<file path="src/rtl/div_seq.sv">
// Sequential radix-2 restoring divider for the EX stage (DIV/DIVU).
// Produces {remainder, quotient}; the remainder takes the dividend's sign.
module div_seq #(
    parameter int unsigned WIDTH = 32
) (
    input  logic               clk,
    input  logic               rst,
    input  logic               signed_div_i,
    input  logic [WIDTH-1:0]   opdata1_i,
    input  logic [WIDTH-1:0]   opdata2_i,
    input  logic               start_i,
    input  logic               annul_i,
    output logic [2*WIDTH-1:0] result_o,
    output logic               ready_o
);

    localparam int unsigned CW = $clog2(WIDTH + 1);

    localparam logic [1:0] S_IDLE   = 2'b00;
    localparam logic [1:0] S_BYZERO = 2'b01;
    localparam logic [1:0] S_ON     = 2'b10;
    localparam logic [1:0] S_DONE   = 2'b11;

    logic [1:0]         r_state;
    logic [1:0]         w_state_next;
    logic [CW-1:0]      r_cnt;
    logic [WIDTH-1:0]   r_dividend;   // shifts out dividend bits, shifts in quotient bits
    logic [WIDTH-1:0]   r_divisor;
    logic [WIDTH-1:0]   r_rem;
    logic               r_sign1;
    logic               r_sign2;
    logic [2*WIDTH-1:0] r_result;
    logic [2*WIDTH-1:0] r_result_o;
    logic               r_ready;

    logic               w_go;
    logic               w_last;
    logic [WIDTH-1:0]   w_abs1;
    logic [WIDTH-1:0]   w_abs2;
    logic [WIDTH:0]     w_hi;
    logic               w_ge;
    logic [WIDTH-1:0]   w_rem_next;
    logic [WIDTH-1:0]   w_quot_fix;
    logic [WIDTH-1:0]   w_rem_fix;

    assign w_go   = start_i && !annul_i;
    assign w_last = (r_cnt == CW'(WIDTH));

    // Operand magnitudes; the most negative value maps to itself as an unsigned magnitude
    assign w_abs1 = (signed_div_i && opdata1_i[WIDTH-1]) ? -opdata1_i : opdata1_i;
    assign w_abs2 = (signed_div_i && opdata2_i[WIDTH-1]) ? -opdata2_i : opdata2_i;

    // One restoring step: shift next dividend bit into the partial remainder, trial-subtract
    assign w_hi       = {r_rem, r_dividend[WIDTH-1]};
    assign w_ge       = (w_hi >= {1'b0, r_divisor});
    assign w_rem_next = w_ge ? WIDTH'(w_hi - {1'b0, r_divisor}) : w_hi[WIDTH-1:0];

    // Sign correction; sign flags are only ever set for signed operations
    assign w_quot_fix = (r_sign1 ^ r_sign2) ? -r_dividend : r_dividend;
    assign w_rem_fix  = r_sign1 ? -r_rem : r_rem;

    // State register
    always_ff @(posedge clk or negedge rst) begin
        if (!rst) begin
            r_state <= S_IDLE;
        end else begin
            r_state <= w_state_next;
        end
    end

    // Next-state logic; annul_i wins over everything
    always_comb begin
        w_state_next = r_state;
        case (r_state)
            S_IDLE: begin
                if (w_go) begin
                    w_state_next = (opdata2_i == '0) ? S_BYZERO : S_ON;
                end
            end
            S_BYZERO: w_state_next = annul_i ? S_IDLE : S_DONE;
            S_ON: begin
                if (annul_i) begin
                    w_state_next = S_IDLE;
                end else if (w_last) begin
                    w_state_next = S_DONE;
                end
            end
            S_DONE: begin
                if (!w_go) begin
                    w_state_next = S_IDLE;
                end
            end
            default: w_state_next = S_IDLE;
        endcase
    end

    // Operand capture, iteration datapath and final result
    always_ff @(posedge clk or negedge rst) begin
        if (!rst) begin
            r_cnt      <= '0;
            r_dividend <= '0;
            r_divisor  <= '0;
            r_rem      <= '0;
            r_sign1    <= 1'b0;
            r_sign2    <= 1'b0;
            r_result   <= '0;
        end else begin
            case (r_state)
                S_IDLE: begin
                    if (w_go) begin
                        r_sign1    <= signed_div_i && opdata1_i[WIDTH-1];
                        r_sign2    <= signed_div_i && opdata2_i[WIDTH-1];
                        r_dividend <= w_abs1;
                        r_divisor  <= w_abs2;
                        r_rem      <= '0;
                        r_cnt      <= '0;
                    end
                end
                S_BYZERO: begin
                    r_result <= '0;
                end
                S_ON: begin
                    if (!annul_i) begin
                        if (w_last) begin
                            r_result <= {w_rem_fix, w_quot_fix};
                        end else begin
                            r_rem      <= w_rem_next;
                            r_dividend <= {r_dividend[WIDTH-2:0], w_ge};
                            r_cnt      <= r_cnt + CW'(1);
                        end
                    end
                end
                default: ;
            endcase
        end
    end

    // Registered outputs: presented only while sitting in DONE with the request still held
    always_ff @(posedge clk or negedge rst) begin
        if (!rst) begin
            r_ready    <= 1'b0;
            r_result_o <= '0;
        end else if (r_state == S_DONE && w_go) begin
            r_ready    <= 1'b1;
            r_result_o <= r_result;
        end else begin
            r_ready    <= 1'b0;
            r_result_o <= '0;
        end
    end

    assign ready_o  = r_ready;
    assign result_o = r_result_o;

endmodule
</file>
<file path="config.mk">
export PLATFORM = sky130hd
export DESIGN_NAME = div_seq
export DESIGN_NICKNAME = d
export VERILOG_FILES = /design/src/rtl/div_seq.sv
export SDC_FILE = /design/constraint.sdc
export NUM_CORES = 1
export LEC_CHECK = 0
export ABC_AREA = 1
export ABC_CLOCK_PERIOD_IN_PS = 5450
export CAP_MARGIN = 10
export CORE_MARGIN = 3
export CORE_UTILIZATION = 40
export CTS_CLUSTER_DIAMETER = 40
export DETAILED_ROUTE_END_ITERATION = 10
export GPL_TIMING_DRIVEN = 0
export HOLD_SLACK_MARGIN = 0.06
export PLACE_DENSITY = 0.65
export SYNTH_ARGS = -nofsm -noshare
export SYNTH_HDL_FRONTEND = slang
export SYNTH_SLANG_ARGS = --single-unit
</file>
<file path="constraint.sdc">
create_clock -name clk -period 5.45 [get_ports clk]
set_input_delay 1.635 -clock clk [delete_from_list [all_inputs] [get_ports clk]]
set_output_delay 1.635 -clock clk [all_outputs]
set_load 0.1 [all_outputs]
</file>
==> flow_summary.toml, run 1 <==
[status]
run_status = "complete, no violations"

[final_layout]
utilization_pct = 49.51
syn_to_final_growth_pct = 21.39
final_nets = 2468
layout-drive-gt1-share_pct = 5.374
final_area_mm2 = 0.01826
num-fill-cells = 3680
antenna_cells_inserted = 0
final_cell_count_no_fill = 2886

[sta]
setup_viol_count_final = 0
fmax_mhz = 273.7
layout_worst_path_cycle_share_pct = 67.05
maxSlewHeadroom_pct = 32.66
slew_viols_final = 0
fin_ws_ps = 1796
worst_pin_slew_ps = 1007
rsz0062_at_grt = "false"
clock-skew-final_ps = 19.19
finalHoldViolCount = 0
period_needed_ps = 3654

[grt]
use_met1_pct = 33.59
grt_pass1_wl_um = 73090
globalRouteOverflowTotal = 0
busiest_layer = "met2"
global_route.usage.met3_pct = 3.390
track_usage_pct = 23.09
grt_use_met2_pct = 36.01
grt_antenna_before_repair = 0
grt_max_degree = 126
first_global_vias = 13696

[yosys]
postSynth.topFlopCell = "dfrtp_1"
netlist-cell-type-count = 46
ys_async_sr_fraction_pct = 100.0
syn_nets = 2296
combined_area_of_all_synthesized_cells_mm2 = 0.01504
post_synth_inst_count = 2184
synth-seq-area-share_pct = 39.10
synth_seq_cells = 235
netlist.top_cell.by_area = "dfrtp_1"
fraction_of_post_synthesis_cell_area_in_the_top_cell_type_by_area_pct = 39.10
synthesized_area_per_cell_um2 = 6.886
synth_top_cells_by_area = "dfrtp_1 39%, nand2_1 16%, inv_1 8.5%"
synth-edff-count = 0
yosys_warnings = 0

[worst_setup_path]
crit_arrival_ps = 2020
crit_family = "buffers and inverters"
cpPeakStageDelay_ps = 1140
crit_path_top_delay_cell = "clkdlybuf4s50_1"
worstSetupPathType = "flip-flop to primary output"
critical_path.n_buffers_inverters = 1
cp_data_required_time_ps = 3820
critPathMaxFanout = 1
worst_setup_path_end_kind = "primary output"
worstPathCellList = "clkdlybuf4s50_1"
startpoint_type_of_the_worst_setup_path = "flip-flop"

[drt]
routed-via-count = 14458
routed_wirelength_um = 46300
vias_per_cell = 5.010
dr.pass1.iters = 5
drtIter0Drc = 977
detail_route.drc_violations = 0
antenna_left = 0
wl_per_cell_um = 16.04

[placed_design]
gp_routability_congestion = 0.9604
detailed_place.area_mm2 = 0.01703
detailedPlacementHpwl_um = 37160
place_worst_setup_slack_ps = 1532
placed_cells_incl_taps = 2822
io_buffers = 133

[pwr]
power_per_cell_area_mw_per_mm2 = 584.2
p_leak_nw = 9.094
fin_total_pwr_w = 0.01067
irDropWorstVdd_mv = 0.2437

[clock_tree]
clockBufferDepth = 3
cts_setup_buffers = 0
cts_inserted_buffers = 36
postCtsHoldBufs = 0
cts.sink_count = 235
clk_pin_slew_ps = 60
ctsResizeCount = 0
cts_tree = "done"
source_to_sink_clock_delay_at_the_later_pin_of_the_worst_skew_pair_ps = 530
ctsRootBufferMaster = "clkbuf_16"
cts-htree-levels = 2

[floorplanning]
core_area_mm2 = 0.03687
floorplan.initialDensity_pct = 40.79
io_pins = 134
die_height_um = 199.9
std_cell_rows = 70
die_width_um = 199.9
die-area_mm2 = 0.03996

[hold_path]
worstHoldPathType = "flip-flop to flip-flop"

[run]
cap_violations = 0
-- cell type report --
type	count	area, µm²	area share (%)
multi-input combinational	1536	7521	41.20
sequential	235	5881	32.21
timing repair buffer	134	1364	7.470
inverter	349	1310	7.176
clock buffer	42	974.7	5.339
tap	504	630.6	3.454
buffer	64	327.8	1.796
clock inverter	22	247.7	1.357
-- cells in the mapped netlist (all sizes together), types with 22 or more instances --
| cell | instances |
|---|---|
| ha | 42 |
| nor3 | 33 |
| inv | 345 |
| a21oi | 55 |
| dfrtp | 235 |
| clkbuf | 29 |
| o21ai | 143 |
| xnor2 | 24 |
| nor2 | 230 |
| buf | 35 |
| nand3 | 199 |
| a22oi | 22 |
| xor2 | 31 |
| nand4 | 42 |
| nand2 | 630 |
-- stage by stage --
step	TNS (ps)	hold WS, ps
final	0	474.5
after global routing	0	500.6
after CTS	0	481.0
after detailed placement	0	467.4
after global placement	-1624780	466.0
after floorplan	0	448.8
-- sequential cells by signal (all words and copies together) (netlist names), 2 cells and up --
name,cells
r_state,2
r_rem,32
r_divisor,32
r_result,64
r_cnt,6
r_dividend,32
result_o,64
-- placed cells by master (no fill, tap or decap), drive strengths merged, types with 22 or more instances in the layout --
| cell type | instances |
|---|---|
| o21ai | 143 |
| clkdlybuf4s50 | 132 |
| ha | 42 |
| nand3 | 199 |
| dfrtp | 235 |
| clkbuf | 71 |
| a21oi | 55 |
| buf | 37 |
| nor2 | 230 |
| nand2 | 630 |
| xor2 | 31 |
| inv | 352 |
| nor3 | 33 |
| xnor2 | 24 |
| a22oi | 22 |
| nand4 | 42 |
-- per-layer routing --
metal	share of wire (%)	routed length, µm
met4	2.6	1215
met5	0	0
met2	43	20140
met3	5.5	2557
met1	48	22390
-- worst paths after layout --
kind | startpoint | end | slack (ps) | depth (start not counted)
max in group asynchronous | rst | result_o[41] | 3250 | 2
min in group asynchronous | rst | result_o[16] | 1130 | 1
worst max register to register | r_dividend[31] | r_rem[14] | 2890 | 14
worst min-delay path | r_divisor[23] | r_divisor[23] | 470 | 2
worst max-delay path | result_o[29] | result_o[29] | 1800 | 1
worst min register to register | r_divisor[23] | r_divisor[23] | 470 | 2
-- kinds of logic (layout without fill, tap and decap cells) --
family | Yosys count | after routing | synth area share [%]
flops | 235 | 235 | 39.10
buf+inv | 413 | 611 | 10.89
compound gates | 277 | 277 | 10.63
fa+ha+maj | 43 | 43 | 3.627
xor+xnor | 55 | 55 | 3.203
simple gates | 1161 | 1161 | 32.55
-- where the power goes --
part	leakage (nW)	total [W]	switching, W	internal, W
clock	0.587	0.00229	0.000886	0.00141
sequential	3.19	0.00260	0.000460	0.00214
combinational	5.32	0.00577	0.00390	0.00187
total	9.09	0.0107	0.00525	0.00542
Power figures use the tool's default switching activity.
==> run 2: changes to the inputs <==
--- a/config.mk
+++ b/config.mk
@@ -6,7 +6,7 @@
 export NUM_CORES = 1
 export LEC_CHECK = 0
 export ABC_AREA = 1
-export ABC_CLOCK_PERIOD_IN_PS = 5450
+export ABC_CLOCK_PERIOD_IN_PS = 3400
 export CAP_MARGIN = 10
 export CORE_MARGIN = 3
 export CORE_UTILIZATION = 40
==> constraint.sdc (replaced) <==
create_clock -name clk -period 3.4 [get_ports clk]
set_input_delay 1.02 -clock clk [delete_from_list [all_inputs] [get_ports clk]]
set_output_delay 1.02 -clock clk [all_outputs]
set_load 0.1 [all_outputs]
==> results of run 2 <==
The final DEF is identical to that of run 1. Status: complete, no violations.
Among the figures that moved: setup slack after placement 1532 ps -> 96.89 ps; setup slack after layout 1796 ps -> 360.9 ps; register-to-register setup slack 2890 ps -> 840 ps; total power 0.01067 W -> 0.01710 W; worst IR drop on VDD 0.2437 mV -> 0.3907 mV
